==> src/rtl/spi_pkg.sv <==
// Shared SPI link definitions.
// Used by the master and the matching receiver.
package spi_pkg;

  localparam int SPI_WIDTH = 16;
  localparam bit SPI_CS_ACTIVE_HIGH = 1'b1;
  localparam int HP_W = 8;

  typedef enum logic [2:0] {
    IDLE,
    LEAD,
    HIGH,
    LOW,
    TRAIL,
    GAP
  } spi_state_e;

  function automatic logic [HP_W-1:0] hp_reload(input int div);
    return HP_W'(div - 1);
  endfunction

endpackage

==> src/rtl/spi_halfperiod_timer.sv <==
// Loadable down-counter for SCLK half-periods.
// tick_o is high on the last cycle of a phase.
module spi_halfperiod_timer
  import spi_pkg::*;
#(
  parameter int W = HP_W
) (
  input  logic         clk,
  input  logic         rst,
  input  logic         load_i,
  input  logic [W-1:0] load_val_i,
  output logic         tick_o
);

  logic [W-1:0] cnt_q;
  logic [W-1:0] cnt_d;

  // Reload on phase entry, otherwise count down to zero and hold.
  always_comb begin
    cnt_d = cnt_q;
    if (load_i) begin
      cnt_d = load_val_i;
    end else if (cnt_q != '0) begin
      cnt_d = cnt_q - W'(1);
    end
  end

  // Counter register.
  always_ff @(posedge clk or posedge rst) begin
    if (rst) begin
      cnt_q <= '0;
    end else begin
      cnt_q <= cnt_d;
    end
  end

  assign tick_o = (cnt_q == '0);

endmodule

==> src/rtl/spi_master_tx.sv <==
// SPI initiator: shifts words out MSB-first on MOSI
// and returns the word captured from MISO.
module spi_master_tx
  import spi_pkg::*;
#(
  parameter int WIDTH = SPI_WIDTH,
  parameter int CLK_DIV = 4,
  parameter bit CS_ACTIVE_HIGH = SPI_CS_ACTIVE_HIGH
) (
  input  logic             clk,
  input  logic             rst,
  input  logic [WIDTH-1:0] tx_data,
  input  logic             tx_valid,
  output logic             tx_ready,
  output logic [WIDTH-1:0] rx_data,
  output logic             rx_valid,
  output logic             busy,
  output logic             sclk_o,
  output logic             cs_o,
  output logic             mosi_o,
  input  logic             miso_i
);

  localparam int CW = (WIDTH > 1) ? $clog2(WIDTH) : 1;
  localparam logic [CW-1:0] LAST_BIT = CW'(WIDTH - 1);
  localparam logic [HP_W-1:0] RELOAD = hp_reload(CLK_DIV);

  spi_state_e state_q, state_d;

  logic [WIDTH-1:0] tx_shift_q, tx_shift_d;
  logic [WIDTH-1:0] rx_shift_q, rx_shift_d;
  logic [WIDTH-1:0] rx_data_q, rx_data_d;
  logic [CW-1:0]    bit_cnt_q, bit_cnt_d;
  logic             rx_valid_q, rx_valid_d;
  logic             busy_q, busy_d;
  logic             tx_ready_q, tx_ready_d;
  logic             sclk_q, sclk_d;
  logic             cs_act_q, cs_act_d;
  logic             mosi_q, mosi_d;

  logic hs;
  logic hp_tick;
  logic hp_load;

  assign hs = tx_valid && tx_ready_q;

  // Every state entry restarts a full half-period;
  // IDLE keeps the timer primed for LEAD.
  assign hp_load = (state_d != state_q) || (state_q == IDLE);

  spi_halfperiod_timer #(
    .W(HP_W)
  ) u_timer (
    .clk       (clk),
    .rst       (rst),
    .load_i    (hp_load),
    .load_val_i(RELOAD),
    .tick_o    (hp_tick)
  );

  // Frame sequencer: next state and next register values.
  always_comb begin
    state_d    = state_q;
    tx_shift_d = tx_shift_q;
    rx_shift_d = rx_shift_q;
    rx_data_d  = rx_data_q;
    bit_cnt_d  = bit_cnt_q;
    rx_valid_d = 1'b0;
    busy_d     = busy_q;
    tx_ready_d = tx_ready_q;
    sclk_d     = sclk_q;
    cs_act_d   = cs_act_q;
    mosi_d     = mosi_q;

    unique case (state_q)
      IDLE: begin
        tx_ready_d = 1'b1;
        if (hs) begin
          tx_shift_d = tx_data;
          bit_cnt_d  = '0;
          tx_ready_d = 1'b0;
          busy_d     = 1'b1;
          cs_act_d   = 1'b1;
          mosi_d     = tx_data[WIDTH-1];
          state_d    = LEAD;
        end
      end
      LEAD: begin
        if (hp_tick) begin
          sclk_d  = 1'b1;
          state_d = HIGH;
        end
      end
      HIGH: begin
        if (hp_tick) begin
          rx_shift_d = {rx_shift_q[WIDTH-2:0], miso_i};
          sclk_d     = 1'b0;
          if (bit_cnt_q == LAST_BIT) begin
            state_d = TRAIL;
          end else begin
            bit_cnt_d  = bit_cnt_q + CW'(1);
            tx_shift_d = tx_shift_q << 1;
            mosi_d     = tx_shift_d[WIDTH-1];
            state_d    = LOW;
          end
        end
      end
      LOW: begin
        if (hp_tick) begin
          sclk_d  = 1'b1;
          state_d = HIGH;
        end
      end
      TRAIL: begin
        if (hp_tick) begin
          cs_act_d   = 1'b0;
          rx_data_d  = rx_shift_q;
          rx_valid_d = 1'b1;
          state_d    = GAP;
        end
      end
      GAP: begin
        if (hp_tick) begin
          busy_d     = 1'b0;
          tx_ready_d = 1'b1;
          state_d    = IDLE;
        end
      end
      default: begin
        state_d = IDLE;
      end
    endcase
  end

  // All state and pin registers; reset aborts any frame at once.
  always_ff @(posedge clk or posedge rst) begin
    if (rst) begin
      state_q    <= IDLE;
      tx_shift_q <= '0;
      rx_shift_q <= '0;
      rx_data_q  <= '0;
      bit_cnt_q  <= '0;
      rx_valid_q <= 1'b0;
      busy_q     <= 1'b0;
      tx_ready_q <= 1'b0;
      sclk_q     <= 1'b0;
      cs_act_q   <= 1'b0;
      mosi_q     <= 1'b0;
    end else begin
      state_q    <= state_d;
      tx_shift_q <= tx_shift_d;
      rx_shift_q <= rx_shift_d;
      rx_data_q  <= rx_data_d;
      bit_cnt_q  <= bit_cnt_d;
      rx_valid_q <= rx_valid_d;
      busy_q     <= busy_d;
      tx_ready_q <= tx_ready_d;
      sclk_q     <= sclk_d;
      cs_act_q   <= cs_act_d;
      mosi_q     <= mosi_d;
    end
  end

  assign tx_ready = tx_ready_q;
  assign rx_data  = rx_data_q;
  assign rx_valid = rx_valid_q;
  assign busy     = busy_q;
  assign sclk_o   = sclk_q;
  assign cs_o     = CS_ACTIVE_HIGH ? cs_act_q : ~cs_act_q;
  assign mosi_o   = mosi_q;

endmodule

==> config.mk <==
export PLATFORM = sky130hd
export DESIGN_NAME = spi_master_tx
export DESIGN_NICKNAME = d
export VERILOG_FILES = /design/src/rtl/spi_pkg.sv /design/src/rtl/spi_halfperiod_timer.sv /design/src/rtl/spi_master_tx.sv
export SDC_FILE = /design/constraint.sdc
export NUM_CORES = 1
export LEC_CHECK = 0
export CORE_MARGIN = 2
export CORE_UTILIZATION = 32
export CTS_CLUSTER_DIAMETER = 50
export DETAILED_ROUTE_END_ITERATION = 12
export PLACE_DENSITY_LB_ADDON = 0.25
export SYNTH_ARGS = -nofsm -noshare
export SYNTH_HDL_FRONTEND = slang
export SYNTH_HIERARCHICAL = 1
export SYNTH_SLANG_ARGS = --single-unit
==> constraint.sdc <==
create_clock -name clk -period 3.9 [get_ports clk]
set_input_delay 0.78 -clock clk [delete_from_list [all_inputs] [get_ports clk]]
set_output_delay 0.78 -clock clk [all_outputs]
set_load 0.01 [all_outputs]
Yosys cells after proc, flatten, opt, wreduce, memory -nomap -nowiden
Index checks and enable logic that the tools add are counted.
{"block": "totals", "register_bits": 68, "latch_bits": 0, "ram_bits": 0, "romBits": 0, "input_bits": 20, "output_inout_bits": 22, "memories": 0}
{"block": "classes", "addsub": 2, "n_mul": 0, "div": 0, "order_cmp": 0, "eq_ne": 13, "shift": 0, "n_mux": 31, "n_bitwise": 0, "reduce_logical": 18}
{"operator": "2-to-1 mux 15 bit", "n": 3}
{"operator": "one-hot mux 15 bit (2 select lines)", "n": 1}
{"operator": "2-to-1 mux 3 bit", "n": 6}
{"operator": "2-to-1 mux 8 bit", "n": 2}
{"operator": "one-hot mux 3 bit (5 select lines)", "n": 1}
{"operator": "2-to-1 mux 4 bit", "n": 3}
{"operator": "!= test 2 bit, second input constant", "n": 5}
{"operator": "one-hot mux 1 bit (2 select lines)", "n": 5}
{"operator": "nonzero test 2 bit", "n": 5}
{"operator": "2-to-1 mux 1 bit", "n": 9}
{"operator": "AND reduction 3 bit", "n": 3}
{"operator": "zero test 8 bit", "n": 1}
{"operator": "one-hot mux 4 bit (2 select lines)", "n": 1}
{"operator": "nonzero test 8 bit", "n": 1}
{"operator": "subtractor 8 x 1 -> 8 bit, second input constant", "n": 1}
{"operator": "equality test 3 x 2 -> 1 bit, second input constant", "n": 2}
{"operator": "equality test 3 bit, second input constant", "n": 2}
{"operator": "AND reduction 2 bit", "n": 3}
{"operator": "adder 4 x 1 -> 4 bit, second input constant", "n": 1}
{"operator": "equality test 4 bit, second input constant", "n": 1}
{"operator": "AND reduction 4 bit", "n": 1}
{"operator": "equality test 3 x 1 -> 1 bit, second input constant", "n": 1}
{"operator": "zero test 3 bit", "n": 1}
{"operator": "!= test 3 bit", "n": 1}
{"operator": "4 further kinds", "n": 4}

Logic depth before layout (Yosys ltp)
{"block": "logic_depth", "word_depth": 7, "ltp_mapped": 12, "depth_no_buf": 8}

Hierarchy
The synthesis kept the hierarchy.
{"module": "spi_master_tx", "n_inst": 1, "cells_each": 194, "area_each_um2": 2600.0, "seq_area_each_um2": 1501.4}
{"module": "spi_halfperiod_timer", "n_inst": 1, "cells_each": 56, "area_each_um2": 496.7, "seq_area_each_um2": 200.2}

Least setup slack after synthesis
Ideal clock, no wire load.
{"block": "synth_path", "kind": "reg-to-reg", "start": "register u_timer.cnt_q[0]", "end": "register rx_data_q[2] (netlist: rx_data[2])", "setup_time_ns": 0.125, "arrival_ns": 2.442, "t_required_ns": 3.775, "path_slack_ns": 1.334, "stages_incl_launch_ff": 12, "synth_period_minus_slack_ns": 2.566, "cell_sequence": "dfrtp_1 -> inv_1 -> ha_1 -> or4b_1 -> buf_2 -> nor2_2 -> buf_4 -> nand2b_1 -> nor3b_1 -> buf_4 -> buf_6 -> mux2_2"}
{"block": "synth_via", "elab_chain_cells": 2}
{"item": "start: declaration", "line": "spi_halfperiod_timer.sv:15", "source": "logic [W-1:0] cnt_q;"}
{"item": "start signal: assignment", "line": "spi_halfperiod_timer.sv:33", "source": "cnt_q <= cnt_d;"}
{"item": "zero test 8 bit", "line": "spi_halfperiod_timer.sv:37", "source": "assign tick_o = (cnt_q == '0);"}
{"item": "net hp_tick", "line": "spi_master_tx.sv:42", "source": "logic hp_tick;"}
{"item": "AND reduction 2 bit (no line)"}
{"item": "end signal: assignment", "line": "spi_master_tx.sv:153", "source": "rx_data_q <= rx_data_d;"}
{"item": "end: declaration", "line": "spi_master_tx.sv:32", "source": "logic [WIDTH-1:0] rx_data_q, rx_data_d;"}
The timed path passes the listed nets, and every way through them passes these cells.
A chain may end at the register's enable or synchronous reset.

Worst setup path in the final report
{"block": "layout_path", "start": "register u_timer.cnt_q[0]", "end": "register tx_shift_q[3]"}
{"block": "layout_via", "elab_chain_cells": 3}
{"item": "zero test 8 bit", "line": "spi_halfperiod_timer.sv:37"}
{"item": "net hp_tick", "line": "spi_master_tx.sv:42"}
{"item": "!= test 2 bit (no line)"}
{"item": "AND reduction 4 bit (no line)"}
{"item": "end signal: assignment", "line": "spi_master_tx.sv:151", "source": "tx_shift_q <= tx_shift_d;"}
{"item": "end: declaration", "line": "spi_master_tx.sv:30", "source": "logic [WIDTH-1:0] tx_shift_q, tx_shift_d;"}
The timed path passes the listed nets, and every way through them passes these cells.

==> flow_summary.yaml <==
floorplan:
  die_w_um: 102
  start_util_pct: 33.2
  fp.dieArea_um2: 10500
  fp-row-count: 35
  num_io_pins: 42
  fp.dieH_um: 102
  fp.coreArea_um2: 9330
clock_network:
  cts_hold_buf: 0
  post_cts.resized_instances: 0
  tritoncts: "done"
  cts-root-to-sink-buffers: 2
  cts_max_level: 3
  postCtsSetupBuffers: 0
  clkLatencyLatePin_ns: 0.33
  numCtsBuffers: 9
  cts.root.buffer_cell: "sky130_fd_sc_hd__clkbuf_8"
  cts_num_sinks: 68
  clk_pin_slew_worst_paths_ns: 0.08
worst_setup_path:
  critical_path_required_ns: 4.18
  path_class: "reg -> reg"
  crit_family: "simple AND/OR/NAND/NOR gates"
  critical_path.endpoint_type: "flop"
  max_stage_delay_ns: 0.59
  worst_ep_arrival_time_ns: 3.31
  timing.critical_path.fanout_max: 18
  cp_cell_sequence: "inv_1 -> ha_1 -> or4b_1 -> nor2_2 -> nand4bb_4 -> o22ai_4 -> o221a_2"
  crit_buf_inv: 1
  cpMaxStageDelayCell: "sky130_fd_sc_hd__or4b_1"
  worst_setup_path_start_kind: "flop"
place:
  gpl.final_weighted_congestion: 0.732
  estimated_wirelength_of_the_detail_placed_design_um: 3960
  detailed_place.area_um2: 3620
  port_buffers: 41
final_layout:
  layout-drive-gt1-share_pct: 25.7
  multiInputGateArea_um2: 1270
  layout_common_cells: "sky130_fd_sc_hd__dfrtp_1, sky130_fd_sc_hd__clkdlybuf4s50_1, sky130_fd_sc_hd__mux2_2"
  flow.area_growth_from_synthesis_pct: 23.7
  n_antenna_cell: 0
  design.final.nets: 318
  register_area_um2: 1700
  mostFrequentLayoutCell: "sky130_fd_sc_hd__dfrtp_1"
  design_area_um2: 3830
  filler_cell_count: 899
  finish.utilization_pct: 41.1
yosys:
  postSynth.asyncResetShare_pct: 100
  postSynthAreaPerCell_um2: 12.4
  synth_cell_types: 53
  post-synth-top-area-fraction_pct: 54.9
  yosys_register_bits: 68
  synthFlopType: "sky130_fd_sc_hd__dfrtp_1"
  seq_area_frac_synth_pct: 54.9
  synthCells: 250
  synth_edf_count: 0
  cell_taking_the_most_area_after_synthesis: "sky130_fd_sc_hd__dfrtp_1"
  synth.top_cells.by_area: "sky130_fd_sc_hd__dfrtp_1, sky130_fd_sc_hd__mux2_2, sky130_fd_sc_hd__o221a_2"
  synthesis.area_um2: 3100
  yosys_warnings: 6
grt:
  grt_usage_pct: 12.7
  number_of_global_route_vias_before_repair: 2112
  grt_start_max_net_pins: 52
  grt_first_pass_wirelength_um: 10300
  grt_remaining_overflow: 0
  grt_antenna_before_repair: 0
routing:
  postRouteWirelength_um: 6050
  wire_per_inst_um: 14.1
  viasPerCell: 4.85
  drc: 0
  first_pass_iters: 4
  vias: 2079
  antenna_left: 0
  initialDrtViolationCount: 91
power_and_ir_drop:
  irDropWorstVdd_v: 0.000212
  cellLeakagePower_nw: 1.63
  pwrdens_nw_per_um2: 554
timing:
  setup_tns_ns: 0
  worst_pin_slew_ns: 1.05
  drv_slew: 0
  rsz0062_at_grt: "no"
  final_setup_violation_count: 0
  max_freq_ghz: 0.330
  timing.final.crit_period_ns: 3.03
  remaining_max_slew_budget_at_the_tightest_pin_pct: 29.9
  portion_of_the_clock_cycle_consumed_by_the_worst_path_in_the_final_layout_pct: 77.8
  clock-skew-final_ns: 0.00706
  final_hold_viol_count: 0
hold_path:
  hold_class: "reg -> reg"
run_status:
  status: "finished clean"
job:
  maxCapViolations: 0
final cells by class:
type	count	share of cell area, %
flip-flops and latches	68	44.4
multi-input cells	161	33.2
repair buffers	45	11.5
well taps	129	4.21
clock buffers	9	3.23
clock inverters	6	2.32
inverters	11	1.08
routing by layer:
layer | share of wire [%] | GRT usage, % | vias to the layer above
met3 | 4.0 | 4.45 | 4
li1 | - | - | 1006
met4 | 1.0 | 4.00 | 0
met2 | 48 | 19.2 | 41
met1 | 47 | 17.1 | 1028
met5 | 0 | 0 | -
worst reg2reg max path, cell delays in order, from the launching register on:
cell                        delay [ns]
sky130_fd_sc_hd__dfrtp_1          0.40
sky130_fd_sc_hd__inv_1            0.09
sky130_fd_sc_hd__ha_1             0.23
sky130_fd_sc_hd__or4b_1           0.59
sky130_fd_sc_hd__nor2_2           0.50
sky130_fd_sc_hd__nand4bb_4        0.34
sky130_fd_sc_hd__o22ai_4          0.53
sky130_fd_sc_hd__o221a_2          0.30
power by group:
part / total (mW) / switching [mW] / internal [mW]
clock network: 0.631 / 0.274 / 0.358
registers: 0.993 / 0.135 / 0.858
logic: 0.499 / 0.222 / 0.277
worst paths after layout:
kind,from,to,slack [ns],depth (start not counted)
min reg2reg,rx_data[4]$_DFFE_PP0P_,rx_data[4]$_DFFE_PP0P_,0.51,1
max,u_timer/cnt_q[0]$_DFFE_PP0P_,tx_shift_q[3]$_DFFE_PP0P_,0.87,7
max reg2reg,u_timer/cnt_q[0]$_DFFE_PP0P_,tx_shift_q[3]$_DFFE_PP0P_,0.87,7
min in group asynchronous,rst,u_timer/cnt_q[7]$_DFFE_PP0P_,0.76,2
max in group asynchronous,rst,rx_shift_q[5]$_DFFE_PP0P_,2.11,3
min,rx_data[4]$_DFFE_PP0P_,rx_data[4]$_DFFE_PP0P_,0.51,1
synth_stat cells (3+ instances only):
cell type,count
sky130_fd_sc_hd__a21oi_1,7
sky130_fd_sc_hd__buf_4,3
sky130_fd_sc_hd__o221a_2,15
sky130_fd_sc_hd__o22ai_1,3
sky130_fd_sc_hd__buf_6,4
sky130_fd_sc_hd__inv_1,11
sky130_fd_sc_hd__nand2_1,10
sky130_fd_sc_hd__nor2_1,5
sky130_fd_sc_hd__a211oi_1,3
sky130_fd_sc_hd__mux2_2,32
sky130_fd_sc_hd__clkbuf_1,3
sky130_fd_sc_hd__and3_1,3
sky130_fd_sc_hd__o31ai_1,3
sky130_fd_sc_hd__nand3_1,4
sky130_fd_sc_hd__or3_1,15
sky130_fd_sc_hd__o21ai_0,9
sky130_fd_sc_hd__nor3_1,7
sky130_fd_sc_hd__dfrtp_1,68
sky130_fd_sc_hd__buf_2,4
kinds of logic (layout without fill, tap and decap cells):
group	after synthesis	count (layout)	synth area share, %
and+or+nand+nor	60	60	11.8
DFF	68	68	54.9
muxes	33	33	12.0
buffers and inverters	27	71	4.81
other	2	8	0.243
adders and majority gates	2	2	0.808
xor gates and xnor gates	2	2	0.566
AOI/OAI and AO/OA	56	56	14.8
metrics by stage:
stage          std cells  total power, mW  hold slack (ns)  setup WS [ns]
4_1_cts              429             2.16            0.514          0.852
3_3_place_gp         414             1.49            0.492          0.978
6_report             429             2.12            0.506          0.868
3_5_place_dp         414             1.51            0.495          0.871
2_1_floorplan        256             1.37            0.473           1.33
5_1_grt              429             2.27            0.531          0.670
registers in the layout, indices dropped and copies added, names as in the netlist:
name	flops
rx_data	16
mosi_o	1
u_timer/cnt_q	8
bit_cnt_q	4
tx_ready	1
busy	1
rx_valid	1
rx_shift_q	16
tx_shift_q	15
sclk_o	1
state_q	3
cs_o	1
No activity file was read; power rests on OpenSTA's default activity.
==> patch 1: new RTL, same settings <==
Take the reset off `tx_shift_q`, `rx_shift_q` and `rx_data_q` and load them in a clocked block of their own.
--- a/src/rtl/spi_master_tx.sv
+++ b/src/rtl/spi_master_tx.sv
@@ -136,9 +136,6 @@
   always_ff @(posedge clk or posedge rst) begin
     if (rst) begin
       state_q    <= IDLE;
-      tx_shift_q <= '0;
-      rx_shift_q <= '0;
-      rx_data_q  <= '0;
       bit_cnt_q  <= '0;
       rx_valid_q <= 1'b0;
       busy_q     <= 1'b0;
@@ -148,9 +145,6 @@
       mosi_q     <= 1'b0;
     end else begin
       state_q    <= state_d;
-      tx_shift_q <= tx_shift_d;
-      rx_shift_q <= rx_shift_d;
-      rx_data_q  <= rx_data_d;
       bit_cnt_q  <= bit_cnt_d;
       rx_valid_q <= rx_valid_d;
       busy_q     <= busy_d;
@@ -159,6 +153,12 @@
       cs_act_q   <= cs_act_d;
       mosi_q     <= mosi_d;
     end
+  end
+
+  always_ff @(posedge clk) begin
+    tx_shift_q <= tx_shift_d;
+    rx_shift_q <= rx_shift_d;
+    rx_data_q  <= rx_data_d;
   end
 
   assign tx_ready = tx_ready_q;
Behaviour: no difference found for any inputs over 10 cycles, from zero or initial values and one cycle with rst high; that may be too few to reach the edited logic, so the function may still have changed.
==> patch 1 against the unedited design <==
- sequential cell count unchanged
- sequential share of layout area up 11 points
- worst hold slack worse by 0.069 ns
- utilization up 1.1 points
- area after synthesis down 11%
- synthesized cell count down 24%
- design area down 9.0%
- wire length down 26%
- via count down 22%
- die area down 11%
- worst setup slack better by 0.050 ns
- critical endpoint is now tx_shift_q[1]
- highest routed layer unchanged
Power is not compared: it rests on default switching activity, and its combinational part moved more than twofold at a synthesized area within 25%.
==> patch 1: results (changes against the unedited design) <==
root buf cell clkbuf_8; Ys Warns 6 (unchanged); PortBufs 41 (unchanged); P_int about 1.1 mW; Rel. slew slack 0.5521 (+0.2527); Yosys cell types 53 (unchanged); commonest cells in the netlist 47 x edfxtp_1, 21 x dfrtp_1, 13 x mux2_1; Final HPWL DP 3000 µm (-24%); Final Net Count 264 (-17%); Hold Path Stages 0 (-1); vias in the first global route 1546 (-27%); final RePlAce weighted congestion 0.8253 (+13%); clk_skew 0.007990 ns (+0.0009287 ns); HP Class reg2reg; Worst-path clk slew 0.07 ns; M1 wire length 2176 µm (-24%); r2r endpoint tx_shift_q[1]; Post-CTS Setup Inserts 0 (unchanged); Synth async-reset ratio 0.3088 (-0.6912); CTS Buf Count 9 (unchanged); share of layout cells above drive strength 1 0.1053 (-0.1514); hold path endpoint rx_data[15]; Placed Instance Area 0.003284 mm² (-9.2%); GRT Resource Usage Total 0.1077 (-0.01914); FF-to-FF path depth 7 (unchanged); status finished clean; first-pass GRT wire length 7431 µm (-28%); Fillers 788 (-12%); Post-synth EDFFs 47 (+47); ANT cells 0 (unchanged); sequential cell area fraction in the yosys report 0.7062 (+0.1567); CTS tree done; Worst Path Max Fanout 16 (-2); ranking of synthesized cells by area edfxtp_1 51%, dfrtp_1 19%, mux2_1 5.3%, nand2_1 1.6%, nor3_1 1.5%; Worst EP arrival 2.96 ns (-0.35 ns); initial DRC count 105 (+15%); largest net degree at the start of global routing 21 (-60%); hold path start rx_shift_q[15]; average vias per placed instance 4.582 (-5.4%); r2r startpoint u_timer/cnt_q[0]; # H-tree levels 3 (unchanged); Met3 Wirelength 259 µm (+7.5%); average wire per standard cell 12.74 µm (-9.7%); max layer used met4; Lkg Pwr about 1.2 nW; wire length on met2 1968 µm (-32%); reg2reg setup slack 0.92 ns (+0.05 ns)
[patch 1: cell families (layout without fill, tap and decap cells)]
group           after synthesis  after routing  synth area share
simple gates                 51             51            0.1022
compound gates               33             33           0.08532
other cells                   2              8          0.002738
fa+ha+maj                     2              2          0.009123
xor+xnor                      2              2          0.006388
mux                          14             14           0.05748
buf+inv                      18             69           0.03057
flops                        68             68            0.7062
[patch 1: worst max path at each step]
stage,start,slack [ns],cells after the start,to
floorplan,u_timer/cnt_q[0],0.65,7,rx_data[0]
global placement,u_timer/cnt_q[0],0.97,7,tx_shift_q[8]
detailed placement,u_timer/cnt_q[0],0.88,7,tx_shift_q[9]
CTS,u_timer/cnt_q[0],0.90,7,tx_shift_q[4]
global route,u_timer/cnt_q[0],0.66,7,tx_shift_q[1]
finish,u_timer/cnt_q[0],0.92,7,tx_shift_q[1]
[patch 1: worst max-delay path: stages, from the launching register on]
cell      delay, ns
dfrtp_1        0.41
inv_1          0.09
ha_1           0.23
or4b_1         0.60
nor2_2         0.37
and4bb_2       0.29
nand2_1        0.11
nand2_1        0.51
[patch 1: routing by layer]
layer / GRT usage / vias up
met3: 0.03569 / 12
met1: 0.1424 / 745
met4: 0.04930 / 0
met5: 0 / -
met2: 0.1609 / 47
li1: - / 809
[patch 1: layout make-up]
cell class,count,area (µm²),area share
Sequential cell,68,1937,0.5558
Multi-Input combinational cell,110,749.5,0.2151
Timing Repair Buffer,44,432.9,0.1242
Tap cell,105,131.4,0.03770
Clock buffer,9,123.9,0.03555
Clock inverter,7,76.32,0.02190
Inverter,9,33.78,0.009695
[patch 1: power by group through the flow]
stage	Clock [mW]	Sequential, mW	Combinational [mW]
floorplan	0	0.782	0.00938
global placement	0	0.782	0.0305
detailed placement	0	0.782	0.0306
CTS	0.599	0.767	0.0307
global route	0.632	0.766	0.0337
finish	0.577	0.767	0.0298
[patch 1: stage by stage]
step                std cells  power, mW  hold WS, ns  setup slack (ns)
floorplan                 196     0.7918       0.4003            0.6481
global placement          336     0.8129       0.4143            0.9748
detailed placement        336     0.8130       0.4196            0.8829
CTS                       352      1.396       0.4351            0.8957
global route              352      1.432       0.4396            0.6578
finish                    352      1.374       0.4373            0.9176
==> patch 2: new RTL, same settings <==
Without the edit above. Change the package constant `SPI_WIDTH` from 16 to 8.
--- a/src/rtl/spi_pkg.sv
+++ b/src/rtl/spi_pkg.sv
@@ -2,7 +2,7 @@
 // Used by the master and the matching receiver.
 package spi_pkg;
 
-  localparam int SPI_WIDTH = 16;
+  localparam int SPI_WIDTH = 8;
   localparam bit SPI_CS_ACTIVE_HIGH = 1'b1;
   localparam int HP_W = 8;
 
Interface: changed (resized rx_data and tx_data); port bits go from 42 to 26. No check against the original RTL was run, so the function may have changed too.
==> patch 2 against the unedited design <==
- combinational power is 34% lower
- critical path depth grew 1
- worst setup slack lost 0.19 ns
- total power is 36% lower
- area after synthesis fell by 32%
- first-iteration DRC count shrank 62%
- wire length decreased by 37%
- sequential power shrank 39%
- sequential cell count down 25
- largest power group unchanged
- worst hold slack lost 0.012 ns
- critical path type unchanged
- clock skew is essentially flat
- design area is 32% lower
==> patch 2: results (changes against the unedited design) <==
status finished clean; Fillers 605 (-33%); die area 0.007286 mm² (-30%); GRT Resource Usage Total 0.1160 (-0.01083); reg2reg setup slack 0.67 ns (-0.19 ns); hold slack 0.4946 ns (-0.01188 ns); sequential cell area fraction in the yosys report 0.5080 (-0.04152); Final HPWL DP 2627 µm (-34%); share of layout cells above drive strength 1 0.2115 (-0.04513); hold path endpoint tx_shift_q[4]; WL final 3825 µm (-37%); Worst VDD drop 0.0001841 V (-13%); FF-to-FF path depth 8 (+1); Worst Path Max Fanout 11 (-7); largest net degree at the start of global routing 36 (-31%); Rel. slew slack 0.5860 (+0.2866); Yosys cell types 51 (-3.8%); Final Cycle Share 0.8273 (+0.04982); average vias per placed instance 4.800 (-0.95%); first-pass GRT wire length 6651 µm (-35%); Lkg Pwr 1.140 nW (-30%); vias in the first global route 1426 (-32%); # H-tree levels 2 (-1); clk_skew 0.007326 ns (+0.0002651 ns); ranking of synthesized cells by area dfrtp_1 51%, mux2_2 11%, mux2_4 5.0%, ha_1 2.4%, inv_1 2.1%; Worst EP arrival 3.41 ns (+0.10 ns); Skew-Pair Late Insertion Delay 0.30 ns (-0.03 ns)
-- patch 2: through the flow --
step | cell area (µm²) | std cells | utilization
4_1_cts | 2587 | 285 | 0.4052
3_3_place_gp | 2451 | 277 | 0.3838
5_1_grt | 2587 | 285 | 0.4052
3_5_place_dp | 2451 | 277 | 0.3838
6_report | 2587 | 285 | 0.4052
2_1_floorplan | 2141 | 181 | -
-- patch 2: cell type report --
cell class / count / area share
sequential: 43 / 0.4159
timing repair buffer: 27 / 0.1025
clock buffer: 5 / 0.02660
inverter: 12 / 0.01741
multi-input combinational: 118 / 0.3743
tap: 77 / 0.03723
clock inverter: 3 / 0.02611
-- patch 2: per-layer routing --
metal	global-route usage	share of wire
met5	0	0
met2	0.1804	0.47
met4	0.06061	0.017
met3	0.02529	0.034
met1	0.1514	0.48
-- patch 2: cell families (layout without fill, tap and decap cells) --
logic type / Yosys count / count (layout) / synth area share
compound gates: 30 / 30 / 0.1046
xor+xnor: 2 / 2 / 0.008271
fa+ha+maj: 4 / 4 / 0.02363
buf+inv: 20 / 47 / 0.04548
flops: 43 / 43 / 0.5080
mux: 33 / 33 / 0.1867
other cells: 2 / 8 / 0.003545
simple gates: 41 / 41 / 0.1199
-- patch 2: critical path, delay by kind of cell (launching register included) --
kind	cells	cell delay [ns]
mux	1	0.37
compound gates	1	0.55
buf+inv	2	0.32
simple gates	3	1.23
flops	1	0.41
fa+ha+maj	1	0.22
-- patch 2: power breakdown --
part           leakage [nW]  internal (mW)  switching [mW]
Sequential            0.550          0.517          0.0848
Clock                0.0644          0.255           0.162
Combinational         0.525          0.175           0.156
Total                  1.14          0.947           0.403
